[src/rtl/uart_rx_pkg.sv]
// rtl/uart_rx_pkg.sv - shared types and constants for the MMIO UART receiver
package uart_rx_pkg;

  typedef enum logic [2:0] {
    IDLE   = 3'd0,
    START  = 3'd1,
    DATA   = 3'd2,
`ifdef UART_RX_PARITY_EN
    PARITY = 3'd3,
`endif
    STOP   = 3'd4
  } rx_state_t;

  localparam int ST_AVAIL = 0;
  localparam int ST_FULL  = 1;
  localparam int ST_OVR   = 2;
  localparam int ST_FRM   = 3;
  localparam int ST_PAR   = 4;

  localparam logic [15:0] OFS_DATA   = 16'd0;
  localparam logic [15:0] OFS_STATUS = 16'd1;

  function automatic logic even_parity(input logic [7:0] b);
    return ^b;
  endfunction

endpackage

[src/rtl/uart_rx_mmio_if.sv]
// rtl/uart_rx_mmio_if.sv - MMIO request/done bus between core and receiver
interface uart_rx_mmio_if;
  logic [15:0] mmio_addr;
  logic [7:0]  mmio_data;
  logic        mmio_write;
  logic        mmio_req;
  logic        mmio_done;
  logic [7:0]  mmio_rdata;

  modport master (
    output mmio_addr, mmio_data, mmio_write, mmio_req,
    input  mmio_done, mmio_rdata
  );

  modport slave (
    input  mmio_addr, mmio_data, mmio_write, mmio_req,
    output mmio_done, mmio_rdata
  );
endinterface

[src/rtl/uart_rx_fifo.sv]
// rtl/uart_rx_fifo.sv - synchronous FIFO with registered head and occupancy count
module uart_rx_fifo #(
  parameter int WIDTH = 8,
  parameter int DEPTH = 16
) (
  input  logic                       clock,
  input  logic                       reset,
  input  logic                       push,
  input  logic [WIDTH-1:0]           din,
  input  logic                       pop,
  output logic [WIDTH-1:0]           head,
  output logic                       full,
  output logic                       empty,
  output logic [$clog2(DEPTH):0]     count
);
  localparam int AW = $clog2(DEPTH);

  logic [WIDTH-1:0] mem [DEPTH];
  logic [AW-1:0]    wr_ptr, rd_ptr, rd_next;
  logic [AW:0]      count_next;
  logic             push_ok, pop_ok;

  assign empty   = (count == '0);
  assign full    = (count == (AW+1)'(DEPTH));
  assign pop_ok  = pop && !empty;
  assign push_ok = push && (!full || pop_ok);

  always_comb begin
    rd_next    = pop_ok ? rd_ptr + 1'b1 : rd_ptr;
    count_next = count + (AW+1)'(push_ok) - (AW+1)'(pop_ok);
  end

  always_ff @(posedge clock) begin
    if (reset) begin
      wr_ptr <= '0;
      rd_ptr <= '0;
      count  <= '0;
      head   <= '0;
    end else begin
      if (push_ok) begin
        mem[wr_ptr] <= din;
        wr_ptr      <= wr_ptr + 1'b1;
      end
      rd_ptr <= rd_next;
      count  <= count_next;
      // The incoming byte becomes the head when it lands in the slot the read pointer is moving to.
      if (count_next != '0)
        head <= (push_ok && (wr_ptr == rd_next)) ? din : mem[rd_next];
    end
  end
endmodule

[src/rtl/uart_rx_mmio.sv]
// rtl/uart_rx_mmio.sv - memory-mapped 8N1 UART receiver; define UART_RX_PARITY_EN for even parity
module uart_rx_mmio
  import uart_rx_pkg::*;
#(
  parameter int          CLK_FREQ   = 27_000_000,
  parameter int          BAUD       = 115200,
  parameter logic [15:0] BASE_ADDR  = 16'hF010,
  parameter int          FIFO_DEPTH = 16
) (
  input  logic           clock,
  input  logic           reset,
  uart_rx_mmio_if.slave  bus,
  input  logic           rx,
  output logic           rx_avail
);
  localparam int BIT_CYCLES = CLK_FREQ / BAUD;
  localparam int HALF       = BIT_CYCLES / 2;
  localparam int CW         = $clog2(BIT_CYCLES + 1);
  localparam int NW         = $clog2(FIFO_DEPTH) + 1;

  logic rx_meta, rx_sync, rx_prev, fall;

  always_ff @(posedge clock) begin
    if (reset) begin
      rx_meta <= 1'b1;
      rx_sync <= 1'b1;
      rx_prev <= 1'b1;
    end else begin
      rx_meta <= rx;
      rx_sync <= rx_meta;
      rx_prev <= rx_sync;
    end
  end

  assign fall = rx_prev & ~rx_sync;

  rx_state_t      state, state_next;
  logic [CW-1:0]  cyc;
  logic [2:0]     bit_idx;
  logic [7:0]     shift, push_byte;
  logic           half_tick, bit_tick, cyc_clr, shift_en;
  logic           push_req, push_pend, frm_set;
`ifdef UART_RX_PARITY_EN
  logic           par_set;
`endif

  assign half_tick = (cyc == CW'(HALF - 1));
  assign bit_tick  = (cyc == CW'(BIT_CYCLES - 1));

  always_ff @(posedge clock) begin
    if (reset) state <= IDLE;
    else       state <= state_next;
  end

  always_comb begin
    state_next = state;
    case (state)
      IDLE:  if (fall) state_next = START;
      START: if (half_tick) state_next = rx_sync ? IDLE : DATA;
      DATA:  if (bit_tick && bit_idx == 3'd7)
`ifdef UART_RX_PARITY_EN
               state_next = PARITY;
      PARITY: if (bit_tick) state_next = STOP;
`else
               state_next = STOP;
`endif
      STOP:  if (bit_tick) state_next = IDLE;
      default: state_next = IDLE;
    endcase
  end

  always_comb begin
    cyc_clr  = bit_tick || (state_next != state);
    shift_en = 1'b0;
    push_req = 1'b0;
    frm_set  = 1'b0;
`ifdef UART_RX_PARITY_EN
    par_set  = 1'b0;
`endif
    case (state)
      DATA: shift_en = bit_tick;
`ifdef UART_RX_PARITY_EN
      PARITY: par_set = bit_tick && (rx_sync != even_parity(shift));
`endif
      STOP: begin
        push_req = bit_tick && rx_sync;
        frm_set  = bit_tick && !rx_sync;
      end
      default: ;
    endcase
  end

  always_ff @(posedge clock) begin
    if (reset) begin
      cyc       <= '0;
      bit_idx   <= '0;
      shift     <= '0;
      push_pend <= 1'b0;
      push_byte <= '0;
    end else begin
      cyc <= cyc_clr ? '0 : cyc + 1'b1;
      if (state == IDLE)  bit_idx <= '0;
      else if (shift_en)  bit_idx <= bit_idx + 1'b1;
      if (shift_en) shift <= {rx_sync, shift[7:1]};
      push_pend <= push_req;
      if (push_req) push_byte <= shift;
    end
  end

  logic [7:0]    fifo_head, status, stat_clr;
  logic [NW-1:0] fifo_count;
  logic          fifo_full, fifo_empty;
  logic          hit_data, hit_stat, respond, armed, rd_pop, ovr_set;
  logic          ovr, frm, par_err;

  assign hit_data = (bus.mmio_addr == BASE_ADDR + OFS_DATA);
  assign hit_stat = (bus.mmio_addr == BASE_ADDR + OFS_STATUS);
  assign respond  = bus.mmio_req && armed && (hit_data || hit_stat);
  assign rd_pop   = respond && hit_data && !bus.mmio_write && !fifo_empty;
  assign stat_clr = (respond && hit_stat && bus.mmio_write) ? bus.mmio_data : 8'h00;
  // A push into a full FIFO survives only if a pop lands on the same edge.
  assign ovr_set  = push_pend && fifo_full && !rd_pop;
  assign rx_avail = (fifo_count != '0);

  uart_rx_fifo #(.WIDTH(8), .DEPTH(FIFO_DEPTH)) u_fifo (
    .clock (clock),
    .reset (reset),
    .push  (push_pend),
    .din   (push_byte),
    .pop   (rd_pop),
    .head  (fifo_head),
    .full  (fifo_full),
    .empty (fifo_empty),
    .count (fifo_count)
  );

  always_comb begin
    status           = 8'h00;
    status[ST_AVAIL] = rx_avail;
    status[ST_FULL]  = fifo_full;
    status[ST_OVR]   = ovr;
    status[ST_FRM]   = frm;
    status[ST_PAR]   = par_err;
  end

  always_ff @(posedge clock) begin
    if (reset) begin
      ovr <= 1'b0;
      frm <= 1'b0;
    end else begin
      ovr <= (ovr & ~stat_clr[ST_OVR]) | ovr_set;
      frm <= (frm & ~stat_clr[ST_FRM]) | frm_set;
    end
  end

`ifdef UART_RX_PARITY_EN
  always_ff @(posedge clock) begin
    if (reset) par_err <= 1'b0;
    else       par_err <= (par_err & ~stat_clr[ST_PAR]) | par_set;
  end
  logic unused_bits;
  assign unused_bits = ^{stat_clr[7:5], stat_clr[1:0]};
`else
  assign par_err = 1'b0;
  logic unused_bits;
  assign unused_bits = ^{stat_clr[7:4], stat_clr[1:0]};
`endif

  always_ff @(posedge clock) begin
    if (reset) begin
      bus.mmio_done  <= 1'b0;
      bus.mmio_rdata <= 8'h00;
      armed          <= 1'b1;
    end else begin
      bus.mmio_done <= respond;
      if (!bus.mmio_req) armed <= 1'b1;
      else if (respond)  armed <= 1'b0;
      if (respond && !bus.mmio_write)
        bus.mmio_rdata <= hit_data ? (fifo_empty ? 8'h00 : fifo_head) : status;
    end
  end
endmodule

[src/flat_wrapper.sv]
// flat-port wrapper written by rule: the top's interface ports become plain ports
module uart_rx_mmio_flat import uart_rx_pkg::*;
#(
  parameter int          CLK_FREQ   = 27_000_000,
  parameter int          BAUD       = 115200,
  parameter logic [15:0] BASE_ADDR  = 16'hF010,
  parameter int          FIFO_DEPTH = 16
)
  (clock, reset, rx, rx_avail, bus_mmio_addr, bus_mmio_data, bus_mmio_write, bus_mmio_req, bus_mmio_done, bus_mmio_rdata);
  uart_rx_mmio_if bus_i ();
  input  logic clock;
  input  logic reset;
  input  logic rx;
  output logic rx_avail;
  input wire logic [$bits(bus_i.mmio_addr)-1:0] bus_mmio_addr;
  input wire logic [$bits(bus_i.mmio_data)-1:0] bus_mmio_data;
  input wire logic [$bits(bus_i.mmio_write)-1:0] bus_mmio_write;
  input wire logic [$bits(bus_i.mmio_req)-1:0] bus_mmio_req;
  output wire logic [$bits(bus_i.mmio_done)-1:0] bus_mmio_done;
  output wire logic [$bits(bus_i.mmio_rdata)-1:0] bus_mmio_rdata;
  assign bus_i.mmio_addr = bus_mmio_addr;
  assign bus_i.mmio_data = bus_mmio_data;
  assign bus_i.mmio_write = bus_mmio_write;
  assign bus_i.mmio_req = bus_mmio_req;
  assign bus_mmio_done = bus_i.mmio_done;
  assign bus_mmio_rdata = bus_i.mmio_rdata;
  uart_rx_mmio #(.CLK_FREQ(CLK_FREQ), .BAUD(BAUD), .BASE_ADDR(BASE_ADDR), .FIFO_DEPTH(FIFO_DEPTH)) u_core (.clock(clock), .reset(reset), .bus(bus_i), .rx(rx), .rx_avail(rx_avail));
endmodule
[config.mk]
export PLATFORM = sky130hd
export DESIGN_NAME = uart_rx_mmio_flat
export DESIGN_NICKNAME = d
export VERILOG_FILES = /design/src/rtl/uart_rx_pkg.sv /design/src/rtl/uart_rx_mmio_if.sv /design/src/rtl/uart_rx_fifo.sv /design/src/rtl/uart_rx_mmio.sv /design/src/flat_wrapper.sv
export SDC_FILE = /design/constraint.sdc
export NUM_CORES = 1
export LEC_CHECK = 0
export BUFFER_PORTS_ARGS = -buffer_cell sky130_fd_sc_hd__buf_2
export CORE_ASPECT_RATIO = 0.8
export CORE_MARGIN = 4
export CORE_UTILIZATION = 45
export DETAILED_ROUTE_END_ITERATION = 10
export HOLD_SLACK_MARGIN = 0.15
export SLEW_MARGIN = 0
export SYNTH_ARGS = -nofsm -noshare
export SYNTH_HDL_FRONTEND = slang
export SYNTH_SLANG_ARGS = --single-unit
[constraint.sdc]
create_clock -name clock -period 5.3 [get_ports clock]
set_input_delay 0 -clock clock [delete_from_list [all_inputs] [get_ports clock]]
set_output_delay 0 -clock clock [all_outputs]
set_load 0.05 [all_outputs]
; Word-level counts from Yosys, hierarchy flattened
; Memory sizes are Yosys's and may differ from the RTL's. A register that Yosys moved wholly into a read port is not among the register bits.
; Cells that the tools add are included.
[op_classes]
add_sub_neg = 6
n_eq_ne = 10
n_mux = 16
bitwise = 9
reduce_logical = 30
[op_table]
columns = operator, n
row1 = $eq 16x16->1 const B, 2
row2 = $mux 8, 2
row3 = $logic_and 1x1->1, 15
row4 = $mux 3, 4
row5 = $pmux 3 s4, 1
row6 = $reduce_bool 5->1, 2
row7 = $add 4x1->4 const B, 2
row8 = $add 8x1->8 const B, 1
row9 = $eq 8x7->1 const B, 1
row10 = $eq 8x8->1 const B, 1
row11 = $mux 4, 2
row12 = $eq 3x3->1 const B, 2
row13 = $mux 1, 6
row14 = $reduce_or 2->1, 3
row15 = $add 5x1->5, 1
row16 = $eq 5x5->1 const B, 1
row17 = $logic_not 1->1, 5
row18 = $logic_not 5->1, 1
row19 = $sub 5x1->5, 1
row20 = $not 1->1, 4
row21 = $add 3x1->3 const B, 1
row22 = $and 1x1->1, 3
row23 = $eq 3x1->1 const B, 1
row24 = $eq 3x2->1 const B, 1
row25 = 5 further kinds, 8
[totals]
reg_bits = 59
ram_bits = 128
input_bits = 29
output_inout_bits = 10
elab_cells = 89
mem_count = 1
[memory_table]
columns = memory, depth, width, rd, rd_ports_with_merged_regs, write_ports, line
row1 = u_core.u_fifo.mem, 16, 8, 1, 1, 1, uart_rx_fifo.sv:18  ; logic [WIDTH-1:0] mem [DEPTH];

; Depth between registers and ports, before layout
[depth]
word_depth = 12
ltp_mapped = 20
depth_no_buf = 16

; Cells and area by module
; Synthesis repeated with hierarchy kept, for this count alone.
[hier_totals]
hier_cells = 759
hier_area_um2 = 9630.5
[by_module_without_submodules]
columns = module, instances, cells_each, area_per_inst_um2, seq_area_each_um2
row1 = uart_rx_fifo, 1, 544, 7619.8, 4264.1
row2 = uart_rx_mmio, 1, 215, 2010.7, 920.9

; Worst setup path before layout
; Ideal clock, no wire load.
[synth_path]
path_kind = register to register
from = register u_core.u_fifo.count[2]
to = register u_core.u_fifo.head[3] (read register of u_core.u_fifo.mem)
setup_ps = 80
arrival_ps = 3826
t_required_ps = 5220
setup_slack_ps = 1394
path_stages_with_launch = 21
n_path_buf = 4
period_less_slack_ps = 3906
cell_sequence = dfxtp_1 > inv_1 > ha_1 > or4b_1 > buf_2 > nand3_1 > or3_4 > buf_6 > buf_6 > nand3_1 > nand2_1 > ha_1 > fa_1 > a21oi_1 > o21bai_1 > xnor2_1 > and3_1 > nor2_1 > clkbuf_1 > o311ai_0 > o211ai_1
[synth_via]
elab_chain_len = 9
elab_cells_between_ends = 12
cone_classes = add/sub (2) / eq/ne (1) / mux (1) / reduce/logical (8)
[synth_rtl]
columns = item, line
row1 = from (decl), uart_rx_fifo.sv:14  ; output logic [$clog2(DEPTH):0] count
row2 = from (signal assigned), uart_rx_fifo.sv:45  ; count <= count_next;
row3 = $logic_not 5->1, uart_rx_fifo.sv:23  ; assign empty = (count == '0);
row4 = $logic_not 1->1, "uart_rx_fifo.sv:25, uart_rx_mmio.sv:119"
row5 = $logic_and 1x1->1, uart_rx_mmio.sv:119  ; assign rd_pop = respond && hit_data && !bus.mmio_write && !fifo_empty;
row6 = $logic_and 1x1->1, uart_rx_fifo.sv:25  ; assign pop_ok = pop && !empty;
row7 = $logic_or 1x1->1, uart_rx_fifo.sv:26  ; assign push_ok = push && (!full || pop_ok);
row8 = $logic_and 1x1->1, uart_rx_fifo.sv:26
row9 = $add 5x1->5, uart_rx_fifo.sv:30  ; count_next = count + (AW+1)'(push_ok) - (AW+1)'(pop_ok);
row10 = $sub 5x1->5, uart_rx_fifo.sv:30
row11 = $reduce_bool 5->1, uart_rx_fifo.sv:47  ; if (count_next != '0)
row12 = to (decl), uart_rx_fifo.sv:11  ; output logic [WIDTH-1:0] head,
; Several ways; a longest one is shown, not always the timed one.
; A chain may end at the register's enable or synchronous reset.

; Final worst setup path
[layout_path]
from = register u_core.u_fifo.count[3]
to = register u_core.u_fifo.head[1] (read register of u_core.u_fifo.mem)
; Same word-level chain as after synthesis.

==> impl_results.md <==
- Post-synth top area cell: edfxtp_1
- Final Net Count: 889
- CP endpoint kind: register
- DR vias: 6778
- Synth top area share: 39.74%
- Slew Viols, Final: 0
- Post-synthesis mux area share: 14.73%
- Worst Path Buf+Inv: 2
- Most Used Layer, Global Route: met2
- Fraction of layout cells with a size suffix above 1: 15.05%
- Distinct cell type count after synthesis: 69
- Setup crit start kind: register
- Synthesis Warnings: 0
- Finished Core Util: 51.48%
- Simple-Gate Fraction of Synth Area: about an eighth
- Starting density of the core: 46.20%
- Register area share after synthesis: a little over half
- Most frequent cell after synthesis: edfxtp_1
- Die Width: approximately 170 um
- WHS: 258.4 ps
- Setup TNS: 0 ps
- Status: finished, final reports clean
- FF+latch count, synth: 195
- Unrepaired setup endpoints after global routing: no
- Slowest stage delay, CP: between 500 and 600 ps
- Max-cap violations: 0
- CTS Hold Bufs: 14
- Top post-synthesis cells by area: edfxtp_1, dfxtp_1, mux2i_1, a21oi_1, mux4_2
- Crit-path max FO: 21
- Combinational family with the most area after synthesis: multiplexers
- Slew @ Worst Pin: 1137 ps
- Slew margin rel.: 23.93%
- GRT met2 Usage: 30.91%
- Setup violators final: 0
- Post-synth EDFFs: 128
- Routability congestion estimate: between 0.8 and 0.9
- DRT antenna net count: 0
- Pin count of the biggest net entering global routing: 79
- Syn nets: 867
- Commonest register cell after synthesis: edfxtp_1
- Placed Instances: 1080
- # diodes: 0
- CTS buffer count: 17
- Root Driver: clkbuf_16
- CTS tree: yes
- Drt total wl: 23.76 mm
- Syn avg cell area: 11.77 um2
- 1st-pass router iterations: 5
- Fin cells: 1126
- DP HPWL: 15.58 mm
- Final worst-path cycle share: 77.02%
- Grt met1 use: 28.35%
- Final Hold Fails: 0
- Initial antenna violation count: 0
- Clock slew at reported path FFs: 80 ps
- Synth Instances: 822
- Worst vdd ir: 0.1955 mV
- Mapped Area: 9673 um2
- Initial DRC count: around 550
- CP most frequent cell: nand3_1
- Sink Count: 195
- H-tree Lvls: 4
- Compound-gate portion of the synthesized area: between 10% and 20%
- WP data required: 5650 ps
- Synth cell count leaders: edfxtp_1, nor2_1, mux2i_1
- Leakage: around 3.6 nW
- CTS max path bufs: 2
- Critical setup path kind: reg2reg
- Met3 GRT Util: 4.959%
- Area Overhead vs Synth: 11.42%
- Delay-heaviest family, CP: simple AND/OR/NAND/NOR gates
- First-pass GRT wire length: 36.91 mm
- Slowest CP cell: or3_4
- Clk_lat worst skew: 440 ps
- # IOs: 39
- Post-Synth XOR/XNOR Area: under 10%
- Die area: 23920 um2
- Vias per std cell: 6.020
- Grt total ovfl: 0
- I/O Buffers: 32
- Number of core rows: 47
- GRT Util Overall: 20.13%
- Die Height: approximately 140 um
- Setup Skew: 14.04 ps
- Post-synthesis adder-cell area fraction: 2.147%
- Setup repair bufs after CTS: 0
- PwrDens: about 270 nW/um2
- Crit path cell chain: inv_1 > ha_1 > or4b_1 > nand3_1 > or3_4 > nand3_1 > nand2_1 > ha_1 > fa_1 > a21oi_1 > o21bai_1 > xnor2_1 > and3_1 > nor2_1 > buf_4 > nand3_1 > o211ai_1
- Async SR Flop Fraction: 0%
- Minimum clock period: 4082 ps
- Core Box Area: 20940 um2
- CP arrival: 4430 ps
- Fmax: 0.2450 GHz
- Vias in the first global route: ~6.6k
- WL/cell: 21.10 um
- Resized cells post-CTS: 0
- DRC Markers: 0
- Worst hold path class: in2reg
## cell type report
class	instances	area, um2
Inverter	15	56.30
Clock inverter	14	165.2
Timing Repair Buffer	57	382.9
Sequential cell	195	5189
Fill cell	1802	10160
Tap cell	269	336.6
Clock buffer	18	429.2
Multi-Input combinational cell	558	4219
## layer usage
layer	vias up	routed length, um
met5	-	0
met4	0	374
met3	29	1338
met2	160	10980
met1	3402	11070
li1	3187	-
## registers in the layout, summed over array words and instances (netlist names), 3 cells and up
| register | flops |
|---|---|
| u_core.u_fifo.head | 8 |
| u_core.state | 3 |
| u_core.push_byte | 8 |
| u_core.cyc | 8 |
| u_core.shift | 8 |
| u_core.bus.mmio_rdata | 8 |
| u_core.u_fifo.rd_ptr | 4 |
| u_core.bit_idx | 3 |
| u_core.u_fifo.mem | 128 |
| u_core.u_fifo.wr_ptr | 4 |
| u_core.u_fifo.count | 5 |
## worst min-delay path, cell delays in order
cell and delay [ps]:
buf_2 120, or3b_4 170, or2_2 150, a211oi_1 70, nor3_1 130
## where the power goes
part           internal [W]   total, W  switching [W]
clock              0.000712    0.00131       0.000600
sequential          0.00160    0.00160     0.00000423
combinational     0.0000174  0.0000391      0.0000216
total               0.00233    0.00296       0.000625
## through the flow
stage	worst slack, ps	instance area (um2)	total power [W]
floorplan	1394	9673	0.001657
global route	951.2	10780	0.003045
detailed placement	1272	10040	0.001674
finish	1218	10780	0.002955
global placement	1369	10040	0.001672
CTS	1229	10780	0.002976
## worst paths after layout
check	startpoint	to	slack, ps	cells after the start
setup / recovery	u_core.u_fifo.count[3]	u_core.u_fifo.head[1]	1220	17
hold / removal	bus_mmio_addr[0]	u_core.bus.mmio_rdata[3]	260	5
setup reg to reg	u_core.u_fifo.count[3]	u_core.u_fifo.head[1]	1220	17
hold reg to reg	u_core.rx_meta	u_core.rx_sync	430	1
## cell usage in the layout (no fill, tap or decap), types with 15 or more instances in the layout
cell type and n:
a211oi_1 34, a21oi_1 68, buf_2 32, clkbuf_16 17
dfxtp_1 66, edfxtp_1 128, inv_1 15, mux2_2 21
mux2i_1 82, nand2_1 30, nor2_1 83, nor2b_1 33
## logic make-up (layout without fill, tap and decap cells)
logic type                 count (synthesis)  count (layout)
adders and majority gates                 16              16
and+or+nand+nor                          228             228
buffers and inverters                     69             104
AOI/OAI and AO/OA                        173             173
muxes                                    119             119
DFF                                      195             195
xor gates and xnor gates                  22              22
Note: power is estimated with default switching activity, not from simulation.
